**src/rtl/axis_switch_pkg.sv**
```systemverilog
// Shared types and helpers for the AXI-Stream switch (demux_unit and mux_unit).
package axis_switch_pkg;

  // Demux packet-routing state: waiting for a first beat, locked to an output,
  // or swallowing a packet whose destination does not exist.
  typedef enum logic [1:0] {
    IDLE = 2'd0,
    PKT  = 2'd1,
    DROP = 2'd2
  } demux_state_t;

  // Width needed to index n items, never narrower than one bit.
  function automatic int clog2_min1(input int n);
    return ($clog2(n) < 1) ? 1 : $clog2(n);
  endfunction

endpackage

```
**src/rtl/axis_reg_slice.sv**
```systemverilog
// Single-entry pipeline register with valid/ready, carrying data, last and a
// sideband select field. Accepts a new beat in the same cycle the held beat
// drains, so a continuously ready sink sees one beat per cycle.
module axis_reg_slice #(
  parameter int DATA_W = 64,
  parameter int SEL_W  = 1
) (
  input  logic              clk,
  input  logic              reset,
  input  logic [DATA_W-1:0] in_data_i,
  input  logic              in_last_i,
  input  logic [SEL_W-1:0]  in_sel_i,
  input  logic              in_valid_i,
  output logic              in_ready_o,
  output logic [DATA_W-1:0] out_data_o,
  output logic              out_last_o,
  output logic [SEL_W-1:0]  out_sel_o,
  output logic              out_valid_o,
  input  logic              out_ready_i
);

  logic [DATA_W-1:0] data_q, data_d;
  logic              last_q, last_d;
  logic [SEL_W-1:0]  sel_q, sel_d;
  logic              valid_q, valid_d;
  logic              load;

  assign in_ready_o = !valid_q || out_ready_i;
  assign load       = in_valid_i && in_ready_o;

  // Next-state: a loaded beat overwrites the register (even while draining);
  // otherwise a drain empties it and a stall keeps everything frozen.
  always_comb begin
    data_d  = data_q;
    last_d  = last_q;
    sel_d   = sel_q;
    valid_d = valid_q;
    if (load) begin
      data_d  = in_data_i;
      last_d  = in_last_i;
      sel_d   = in_sel_i;
      valid_d = 1'b1;
    end else if (out_ready_i) begin
      valid_d = 1'b0;
    end
  end

  // Register update; reset discards any pending beat and zeroes the payload.
  always_ff @(posedge clk) begin
    if (reset) begin
      data_q  <= '0;
      last_q  <= 1'b0;
      sel_q   <= '0;
      valid_q <= 1'b0;
    end else begin
      data_q  <= data_d;
      last_q  <= last_d;
      sel_q   <= sel_d;
      valid_q <= valid_d;
    end
  end

  assign out_data_o  = data_q;
  assign out_last_o  = last_q;
  assign out_sel_o   = sel_q;
  assign out_valid_o = valid_q;

endmodule

```
**src/rtl/demux_unit.sv**
```systemverilog
// Per-source-port AXI-Stream demultiplexer: routes each whole packet to the
// output named by its first beat's dest, tags beats with this port's index,
// and discards packets addressed to a non-existent output.
module demux_unit
  import axis_switch_pkg::*;
#(
  parameter int S_DATA_COUNT = 10,
  parameter int M_DATA_COUNT = 10,
  parameter int T_DATA_WIDTH = 64,
  parameter int NUM_CHANNEL  = 0,
  parameter int T_ID_WIDTH   = clog2_min1(S_DATA_COUNT),
  parameter int T_DEST_WIDTH = clog2_min1(M_DATA_COUNT)
) (
  input  logic                    clk,
  input  logic                    reset,
  input  logic [T_DATA_WIDTH-1:0] s_data_i,
  input  logic [T_DEST_WIDTH-1:0] s_dest_i,
  input  logic                    s_last_i,
  input  logic                    s_valid_i,
  output logic                    s_ready_o,
  output logic [T_DATA_WIDTH-1:0] m_data_o [M_DATA_COUNT],
  output logic [T_ID_WIDTH-1:0]   m_id_o   [M_DATA_COUNT],
  output logic [M_DATA_COUNT-1:0] m_last_o,
  output logic [M_DATA_COUNT-1:0] m_valid_o,
  input  logic [M_DATA_COUNT-1:0] m_ready_i,
  output logic                    drop_o
);

  localparam logic [T_DEST_WIDTH:0] MCountExt = (T_DEST_WIDTH + 1)'(M_DATA_COUNT);
  localparam logic [T_ID_WIDTH-1:0] ChanId    = T_ID_WIDTH'(NUM_CHANNEL);

  demux_state_t            state_q;
  logic [T_DEST_WIDTH-1:0] sel_q;
  logic                    drop_q;

  logic                    dest_ok;
  logic                    fire;
  logic                    fwd_valid;
  logic [T_DEST_WIDTH-1:0] fwd_sel;
  logic                    slice_ready;
  logic                    slice_valid;
  logic                    slice_last;
  logic [T_DEST_WIDTH-1:0] slice_sel;
  logic [T_DATA_WIDTH-1:0] slice_data;
  logic                    out_ready;

  // Unsigned compare at dest width plus one so M_DATA_COUNT itself fits.
  assign dest_ok   = ({1'b0, s_dest_i} < MCountExt);
  assign s_ready_o = !reset && (state_q == DROP || slice_ready);
  assign fire      = s_valid_i && s_ready_o;

  // Decide whether the accepted beat enters the output register and where it goes.
  always_comb begin
    fwd_valid = 1'b0;
    fwd_sel   = sel_q;
    case (state_q)
      IDLE: begin
        fwd_valid = fire && dest_ok;
        fwd_sel   = s_dest_i;
      end
      PKT: begin
        fwd_valid = fire;
      end
      default: begin
        fwd_valid = 1'b0;
      end
    endcase
  end

  // Only the ready of the output currently holding the beat matters.
  always_comb begin
    out_ready = 1'b0;
    for (int k = 0; k < M_DATA_COUNT; k++) begin
      if (slice_sel == T_DEST_WIDTH'(k)) out_ready = m_ready_i[k];
    end
  end

  // Packet FSM: lock the destination on the first beat, release on last.
  always_ff @(posedge clk) begin
    if (reset) begin
      state_q <= IDLE;
      sel_q   <= '0;
      drop_q  <= 1'b0;
    end else begin
      drop_q <= 1'b0;
      case (state_q)
        IDLE: begin
          if (fire) begin
            if (dest_ok) begin
              sel_q <= s_dest_i;
              if (!s_last_i) state_q <= PKT;
            end else begin
              drop_q <= 1'b1;
              if (!s_last_i) state_q <= DROP;
            end
          end
        end
        PKT: begin
          if (fire && s_last_i) state_q <= IDLE;
        end
        DROP: begin
          if (fire && s_last_i) state_q <= IDLE;
        end
        default: state_q <= IDLE;
      endcase
    end
  end

  axis_reg_slice #(
    .DATA_W (T_DATA_WIDTH),
    .SEL_W  (T_DEST_WIDTH)
  ) u_out_reg (
    .clk         (clk),
    .reset       (reset),
    .in_data_i   (s_data_i),
    .in_last_i   (s_last_i),
    .in_sel_i    (fwd_sel),
    .in_valid_i  (fwd_valid),
    .in_ready_o  (slice_ready),
    .out_data_o  (slice_data),
    .out_last_o  (slice_last),
    .out_sel_o   (slice_sel),
    .out_valid_o (slice_valid),
    .out_ready_i (out_ready)
  );

  // Fan the single register out: data/last/id everywhere, valid one-hot.
  always_comb begin
    for (int k = 0; k < M_DATA_COUNT; k++) begin
      m_data_o[k]  = slice_data;
      m_id_o[k]    = ChanId;
      m_last_o[k]  = slice_last;
      m_valid_o[k] = slice_valid && (slice_sel == T_DEST_WIDTH'(k));
    end
  end

  assign drop_o = drop_q;

endmodule

```
**config.mk**
```make
export PLATFORM = sky130hd
export DESIGN_NAME = demux_unit
export DESIGN_NICKNAME = d
export VERILOG_FILES = /design/src/rtl/axis_switch_pkg.sv /design/src/rtl/axis_reg_slice.sv /design/src/rtl/demux_unit.sv
export SDC_FILE = /design/constraint.sdc
export NUM_CORES = 1
export LEC_CHECK = 0
export CAP_MARGIN = 20
export CORE_AREA = 5 5 306 308
export CTS_BUF_LIST = sky130_fd_sc_hd__clkbuf_8
export DETAILED_ROUTE_END_ITERATION = 12
export DIE_AREA = 0 0 311 313
export PLACE_DENSITY = 0.31
export SKIP_LAST_GASP = 1
export SLEW_MARGIN = 0
export SYNTH_ARGS = -nofsm -noshare
export SYNTH_HDL_FRONTEND = slang
export SYNTH_SLANG_ARGS = --single-unit
```
**constraint.sdc**
```tcl
create_clock -name clk -period 2.8 [get_ports clk]
set_input_delay 0.42 -clock clk [delete_from_list [all_inputs] [get_ports clk]]
set_output_delay 0.42 -clock clk [all_outputs]
set_load 0.01 [all_outputs]
```
==> impl_results.md, run 1 <==
* Result of the run: finished, final reports clean
* Largest cells by area after synthesis: buf_4 (59%), dfxtp_1 (19%), a21oi_1 (4.4%)
* Synthesis warning total at 0
* Input/output buffers at 743
* Slack of the critical path at 0.202 ns
* IO Count at 784
* Launch point of the worst reg-to-reg path: u_out_reg.out_sel_o[0]$_SDFFE_PP0P_
* Die X-Extent at 311 µm
* Cell family contributing the most delay on the critical path: multiplexers
* Synth cell count leaders: buf_4 (628), dfxtp_1 (77), a21oi_1 (70), o21ai_0 (70), nand3_1 (67)
* Internal power at 2.58 mW
* Die outline area at 97300 µm²
* Number of buffers inserted to repair setup after CTS at 0
* Number of levels the H-tree was split into at 3
* Crit path DAT at 2.18 ns
* Setup violations, final at 0
* Sequential group share of total power at 0.324
* First DRT Iteration DRCs at 183
* Cell count after synthesis at 1023
* Synth top area share at 0.586
* Number of CTS-inserted buffers at 9
* Synth async-reset ratio at 0
* Number of buffers and inverters on the critical path at 1
* Worst Setup SP: u_out_reg.out_sel_o[0]$_SDFFE_PP0P_
* Post-detailed-route via-to-cell ratio at 2.74
* Fraction of layout cells with a size suffix above 1 at 0.0428
* Total power of the final layout at 4.07 mW
* Leakage Power at 3.96 nW
* CTS tree: done
* Post-Route Utilization at 0.140
* Peak fanout along the critical path at 3
* Setup repair after global routing missed its margin: false
* Finished Cell Area at 12700 µm²
* Clock slew at reported path FFs at 0.13 ns
* Number of antenna violations at the first check in global routing at 5
* Flip-flop cell with the highest count after synthesis: dfxtp_1
* Critical path type: reg2out
* Vias post-DR at 6470
* Global-route wire length before repair at 47100 µm
* Number of nets with antenna violations after detailed routing at 0
* Average wire per cell in the routed design at 14.5 µm
* Final period demand of the worst path at 2.60 ns
* Area of the mapped netlist at 8050 µm²
* Sw power at 1.49 mW
* Final Cycle Share at 0.928
* Total cell area at the placement stage at 12400 µm²
* Hold Buf Count CTS at 0
* Synthesized flop and latch total at 77
* Total detailed-routing wirelength at 34100 µm
* Via count of the first global-routing pass at 6701
* Overflow left after global routing at 0
* Startpoint of the lowest-slack hold path: reset
* # Max-Cap Violations at 0
* Layout fillers at 10300
* Startpoint type of the worst setup path: flop
* Global placer's final weighted congestion at 0.667
* Power density of the placed cells at 320 nW/µm²
* Kind of end point of the critical path: output port
* Area inside the core boundary at 90800 µm²
* Count of flip-flops with a built-in enable after synthesis at 0
* Site row count at 111
* Tightest Pin Transition at 0.602 ns
* Maximum clock insertion buffer count at 2
* Placed wire-length estimate at 27500 µm
* Die height at 313 µm
* Dominant cell type by area after synthesis: buf_4
* Crit-path max cell delay at 0.50 ns
* Library cells used by synthesis at 38
* Switching share of power at 0.367
* Post-synthesis area per instance at 7.87 µm²
* Clock latency of the later-clocked register in the worst-skew pair at 0.43 ns
* Achievable clock frequency at 385 MHz
* Buffer type at the clock tree root: clkbuf_8
* Starting density of the core at 0.0886
* Total Nets Final at 1248
* Chain of cells forming the critical path: mux4_2, nand2b_4, a311oi_4, nor2_1, dlygate4sd2_1
* Worst path required time at 2.38 ns
* Drt drc at 0
* Relative slew slack at 0.598
* Proportion of power drawn by the clock network at 0.252
* Final Hold Viols at 0
* Global routing usage summed across all routing layers at 0.0648
* Worst ir drop on vdd at 0.000194 V
* Logic pwr share at 0.425
* Dominant cell by count in the synthesized netlist: buf_4
* Max-slew violation total from the final report at 0
* Largest net degree at the start of global routing at 67
* Total number of clock tree sinks at 77
* Slowest CP cell: mux4_2
* Dpl ws at 0.0225 ns
* Classification of the worst-slack hold path: in2reg
* Number of search-and-repair iterations in the first detailed-routing pass at 4
* Syn-to-layout area delta at 57.9%
* Sequential element share of the synthesized area at 0.192
* Worst setup skew after layout at 0.0348 ns
[worst paths after layout]
path                                                 to  slack [ns]  depth (start not counted)
setup / recovery                              s_ready_o        0.20                          5
setup reg to reg    u_out_reg.out_sel_o[0]$_SDFFE_PP0P_        0.54                          8
hold reg to reg                 state_q[0]$_SDFFE_PP0P_        0.54                          1
hold / removal    u_out_reg.out_data_o[52]$_SDFFE_PP0P_        0.43                          2
[per-stage QoR]
stage          instances  hold slack [ns]  TNS [ns]
3_3_place_gp        2338            0.500   -0.0125
4_1_cts             2354            0.354         0
6_report            2358            0.428         0
5_1_grt             2355            0.385         0
2_1_floorplan       1062            0.471         0
3_5_place_dp        2338            0.520         0
[cells in the final DEF, fill, tap and decap left out, drive strengths merged, types with 2 or more instances in the layout]
cell type	n
diode	4
nor3	5
buf	17
conb	40
dfxtp	77
a22o	2
o21ai	70
o221ai	2
nand2b	3
inv	10
clkbuf	9
nand3	67
ha	3
nor2	11
clkdlybuf4s50	741
o311a	4
a21oi	70
nand2	5
mux2i	7
a211oi	4
a31o	5
[metal layers]
metal  part of all wire  vias to the layer above  track usage
met3              0.082                       22       0.0233
met5            0.00094                        -            0
met4              0.013                        4       0.0185
li1                   -                     2932            -
met1               0.37                     3076       0.0656
met2               0.53                      436        0.125
[cell type report]
| type | instances | area (µm²) | area share |
|---|---|---|---|
| repair buffers | 759 | 7650 | 0.602 |
| multi-input cells | 310 | 1780 | 0.140 |
| flip-flops and latches | 77 | 1540 | 0.121 |
| well taps | 1186 | 1480 | 0.117 |
| clock buffers | 9 | 124 | 0.00975 |
| clock inverters | 7 | 88.8 | 0.00699 |
| inverters | 6 | 22.5 | 0.00177 |
| diodes | 4 | 10.0 | 0.000788 |
[state kept, by name, summed over array words and instances, names as in the netlist]
name	flops
u_out_reg.out_sel_o	4
sel_q	4
u_out_reg.out_valid_o	1
drop_o	1
u_out_reg.out_last_o	1
state_q	2
u_out_reg.out_data_o	64
[power by group through the flow]
| stage | clock [mW] | combinational, mW | sequential [mW] |
|---|---|---|---|
| 5_1_grt | 1.16 | 1.82 | 1.35 |
| 4_1_cts | 1.13 | 1.76 | 1.33 |
| 2_1_floorplan | 0 | 1.13 | 1.31 |
| 6_report | 1.02 | 1.73 | 1.32 |
| 3_3_place_gp | 0 | 1.77 | 1.35 |
| 3_5_place_dp | 0 | 1.74 | 1.36 |
[timing repair]
| item | 4_1_cts | 5_1_grt |
|---|---|---|
| endpoints found under the hold margin | 0 | 0 |
| resized for setup | 7 | 0 |
| setup endpoints to repair | 1 | 0 |
[cell families (layout without fill, tap and decap cells)]
kind of cell    Yosys count  count (layout)  share of synthesized area
buf+inv                 675             781                      0.615
flops                    77              77                      0.192
compound gates          163             163                      0.117
simple gates             96              96                     0.0603
mux                       8               8                     0.0115
fa+ha+maj                 3               3                    0.00466
other cells               1              44                   0.000466
[worst reg2reg max path: stages (launching register included)]
cell      delay, ns
dfxtp_2        0.38
buf_4          0.20
mux2i_1        0.09
o21ai_0        0.37
buf_4          0.21
a31o_4         0.38
buf_12         0.24
a21oi_1        0.09
a211oi_1       0.20
No activity file was read; power rests on OpenSTA's default activity.
==> run 2: changes to the inputs <==
--- a/config.mk
+++ b/config.mk
@@ -6,13 +6,13 @@
 export NUM_CORES = 1
 export LEC_CHECK = 0
 export CAP_MARGIN = 20
-export CORE_AREA = 5 5 306 308
+export CORE_AREA = 5 5 301 303
 export CTS_BUF_LIST = sky130_fd_sc_hd__clkbuf_8
 export DETAILED_ROUTE_END_ITERATION = 12
-export DIE_AREA = 0 0 311 313
-export PLACE_DENSITY = 0.31
+export DIE_AREA = 0 0 306 308
+export PLACE_DENSITY = 0.32
 export SKIP_LAST_GASP = 1
-export SLEW_MARGIN = 0
+export SLEW_MARGIN = 20
 export SYNTH_ARGS = -nofsm -noshare
 export SYNTH_HDL_FRONTEND = slang
 export SYNTH_SLANG_ARGS = --single-unit
==> constraint.sdc (replaced) <==
create_clock -name clk -period 3.2 [get_ports clk]
set_input_delay 0.48 -clock clk [delete_from_list [all_inputs] [get_ports clk]]
set_output_delay 0.48 -clock clk [all_outputs]
set_load 0.01 [all_outputs]
==> impl_results.md, run 2 (synthesis gave the netlist of run 1 again) <==
* Result of the run: finished, final reports clean (unchanged)
* Syn-to-layout area delta at 56.3% (was 57.9%)
* Worst ir drop on vdd at 0.000131 V (was 0.000194 V)
* # Max-Cap Violations at 0 (unchanged)
* Vias post-DR at 6411 (was 6470)
* Largest net degree at the start of global routing at 67 (unchanged)
* Antenna cell count at 0 (was 4)
* Final Hold Viols at 0 (unchanged)
* Number of nets with antenna violations after detailed routing at 0 (unchanged)
* Leading cell types in the layout, fill and taps excluded: clkdlybuf4s50_1 (742), dfxtp_1 (77), a21oi_1 (70) (was clkdlybuf4s50_1 (741), dfxtp_1 (76), a21oi_1 (70))
* Number of buffers inserted to repair setup after CTS at 0 (unchanged)
* Number of search-and-repair iterations in the first detailed-routing pass at 4 (unchanged)
* Drt drc at 0 (unchanged)
* Classification of the worst-slack hold path: in2reg (unchanged)
* Final Cycle Share at 0.911
* Startpoint type of the worst setup path: input pin (was flop)
* CTS tree: done (unchanged)
* Tightest Pin Transition at 0.723 ns (was 0.602 ns)
* Relative slew slack at 0.518 (was 0.598)
* IO Count at 784 (unchanged)
* Number of antenna violations at the first check in global routing at 5 (unchanged)
* Global routing usage summed across all routing layers at 0.0642 (was 0.0648)
* Max-slew violation total from the final report at 0 (unchanged)
* Clock latency of the later-clocked register in the worst-skew pair at 0.41 ns (was 0.43 ns)
* Layout fillers at 9893 (was 10300)
* Maximum clock insertion buffer count at 2 (unchanged)
* Total Nets Final at 1247 (was 1248)
* Site row count at 109 (was 111)
* First DRT Iteration DRCs at 284 (was 183)
* Die height at 308 µm (was 313 µm)
* Critical path type: in2out (was reg2out)
* Final TNS setup at 0 ns (unchanged)
* Combined area of the multi-input logic cells at 1750 µm² (was 1780 µm²)
* Number of levels the H-tree was split into at 3 (unchanged)
* Leakage Power at 3.93 nW (was 3.96 nW)
* Average wire per cell in the routed design at 14.3 µm (was 14.5 µm)
* Total power of the final layout at 3.58 mW (was 4.07 mW)
* Area inside the core boundary at 87700 µm² (was 90800 µm²)
* Overflow left after global routing at 0 (unchanged)
* Kind of end point of the critical path: output port (unchanged)
* Total area of sequential cells at 1540 µm² (about the same)
* Minimum setup slack among reg-to-reg paths at 0.99 ns (was 0.54 ns)
* Crit path DAT at 2.43 ns (was 2.18 ns)
* Hold Buf Count CTS at 0 (unchanged)
* Number of CTS-inserted buffers at 9 (unchanged)
* Total detailed-routing wirelength at 33300 µm (was 34100 µm)
* Setup repair after global routing missed its margin: false (unchanged)
* Fraction of layout cells with a size suffix above 1 at 0.0394 (was 0.0428)
* Largest register FFs at 64 (unchanged)
* Total number of clock tree sinks at 77 (unchanged)
* Via count of the first global-routing pass at 6481 (was 6701)
* Cells resized by post-CTS repair at 0 (was 7)
* Placed wire-length estimate at 26900 µm (was 27500 µm)
* Worst setup skew after layout at 0.0180 ns (was 0.0348 ns)
* Peak fanout along the critical path at 3 (unchanged)
* Setup violations, final at 0 (unchanged)
* Starting density of the core at 0.0918 (was 0.0886)
* Worst path required time at 2.72 ns (was 2.38 ns)
* Die X-Extent at 306 µm (was 311 µm)
* Global placer's final weighted congestion at 0.683 (was 0.667)
* Buffer type at the clock tree root: clkbuf_8 (unchanged)
* Clock slew at reported path FFs at 0.10 ns (was 0.13 ns)
* Power density of the placed cells at 285 nW/µm² (was 320 nW/µm²)
* Achievable clock frequency at 343 MHz
* Final period demand of the worst path at 2.91 ns
* Die outline area at 94200 µm² (was 97300 µm²)
* Global-route wire length before repair at 45700 µm (was 47100 µm)
* Post-detailed-route via-to-cell ratio at 2.75 (was 2.74)
* Input/output buffers at 743 (unchanged)
* Most common library cell in the layout ignoring fill and taps: clkdlybuf4s50_1 (unchanged)
run 2: layer usage:
metal | share of wire | global-route usage
met1 | 0.38 | 0.0695
met2 | 0.53 | 0.121
met3 | 0.087 | 0.0229
met4 | 0.011 | 0.0131
met5 | 0.00081 | 0
run 2: path summary, 6_finish.rpt:
kind / from / endpoint / cells past startpoint
setup / recovery: m_ready_i[3] / s_ready_o / 6
hold / removal: reset / u_out_reg.out_data_o[1]$_SDFFE_PP0P_ / 2
hold reg to reg: state_q[1]$_SDFFE_PP0P_ / state_q[1]$_SDFFE_PP0P_ / 1
setup reg to reg: u_out_reg.out_sel_o[1]$_SDFFE_PP0P_ / sel_q[0]$_SDFFE_PP0P_ / 6
run 2: final cells by class:
cell class / instances / area share
Timing Repair Buffer: 758 / 0.603
Multi-Input combinational cell: 310 / 0.139
Sequential cell: 77 / 0.123
Tap cell: 1165 / 0.116
Clock buffer: 9 / 0.00985
Clock inverter: 7 / 0.00786
Inverter: 6 / 0.00179
run 2: where the power goes:
part           switching, mW  internal (mW)
registers              0.143           1.01
logic                  0.631          0.845
clock network          0.507          0.444
total                   1.28           2.30
run 2: stage by stage:
step | cells | utilization | hold WS, ns | setup slack (ns) | instance area [µm²]
after floorplan | 1062 | - | 0.471 | 1.11 | 8190
after global placement | 2316 | 0.141 | 0.510 | 0.233 | 12400
after detailed placement | 2316 | 0.141 | 0.512 | 0.271 | 12400
after CTS | 2332 | 0.143 | 0.397 | 0.205 | 12600
after global routing | 2332 | 0.143 | 0.415 | 0.117 | 12600
final | 2332 | 0.143 | 0.462 | 0.285 | 12600
run 2: worst max-delay path, cell delays in order:
cell and delay, ns:
clkdlybuf4s50_1 0.40, mux4_2 0.47, nand2b_4 0.18, a311oi_4 0.35, nor2_1 0.07, clkdlybuf4s50_1 0.49
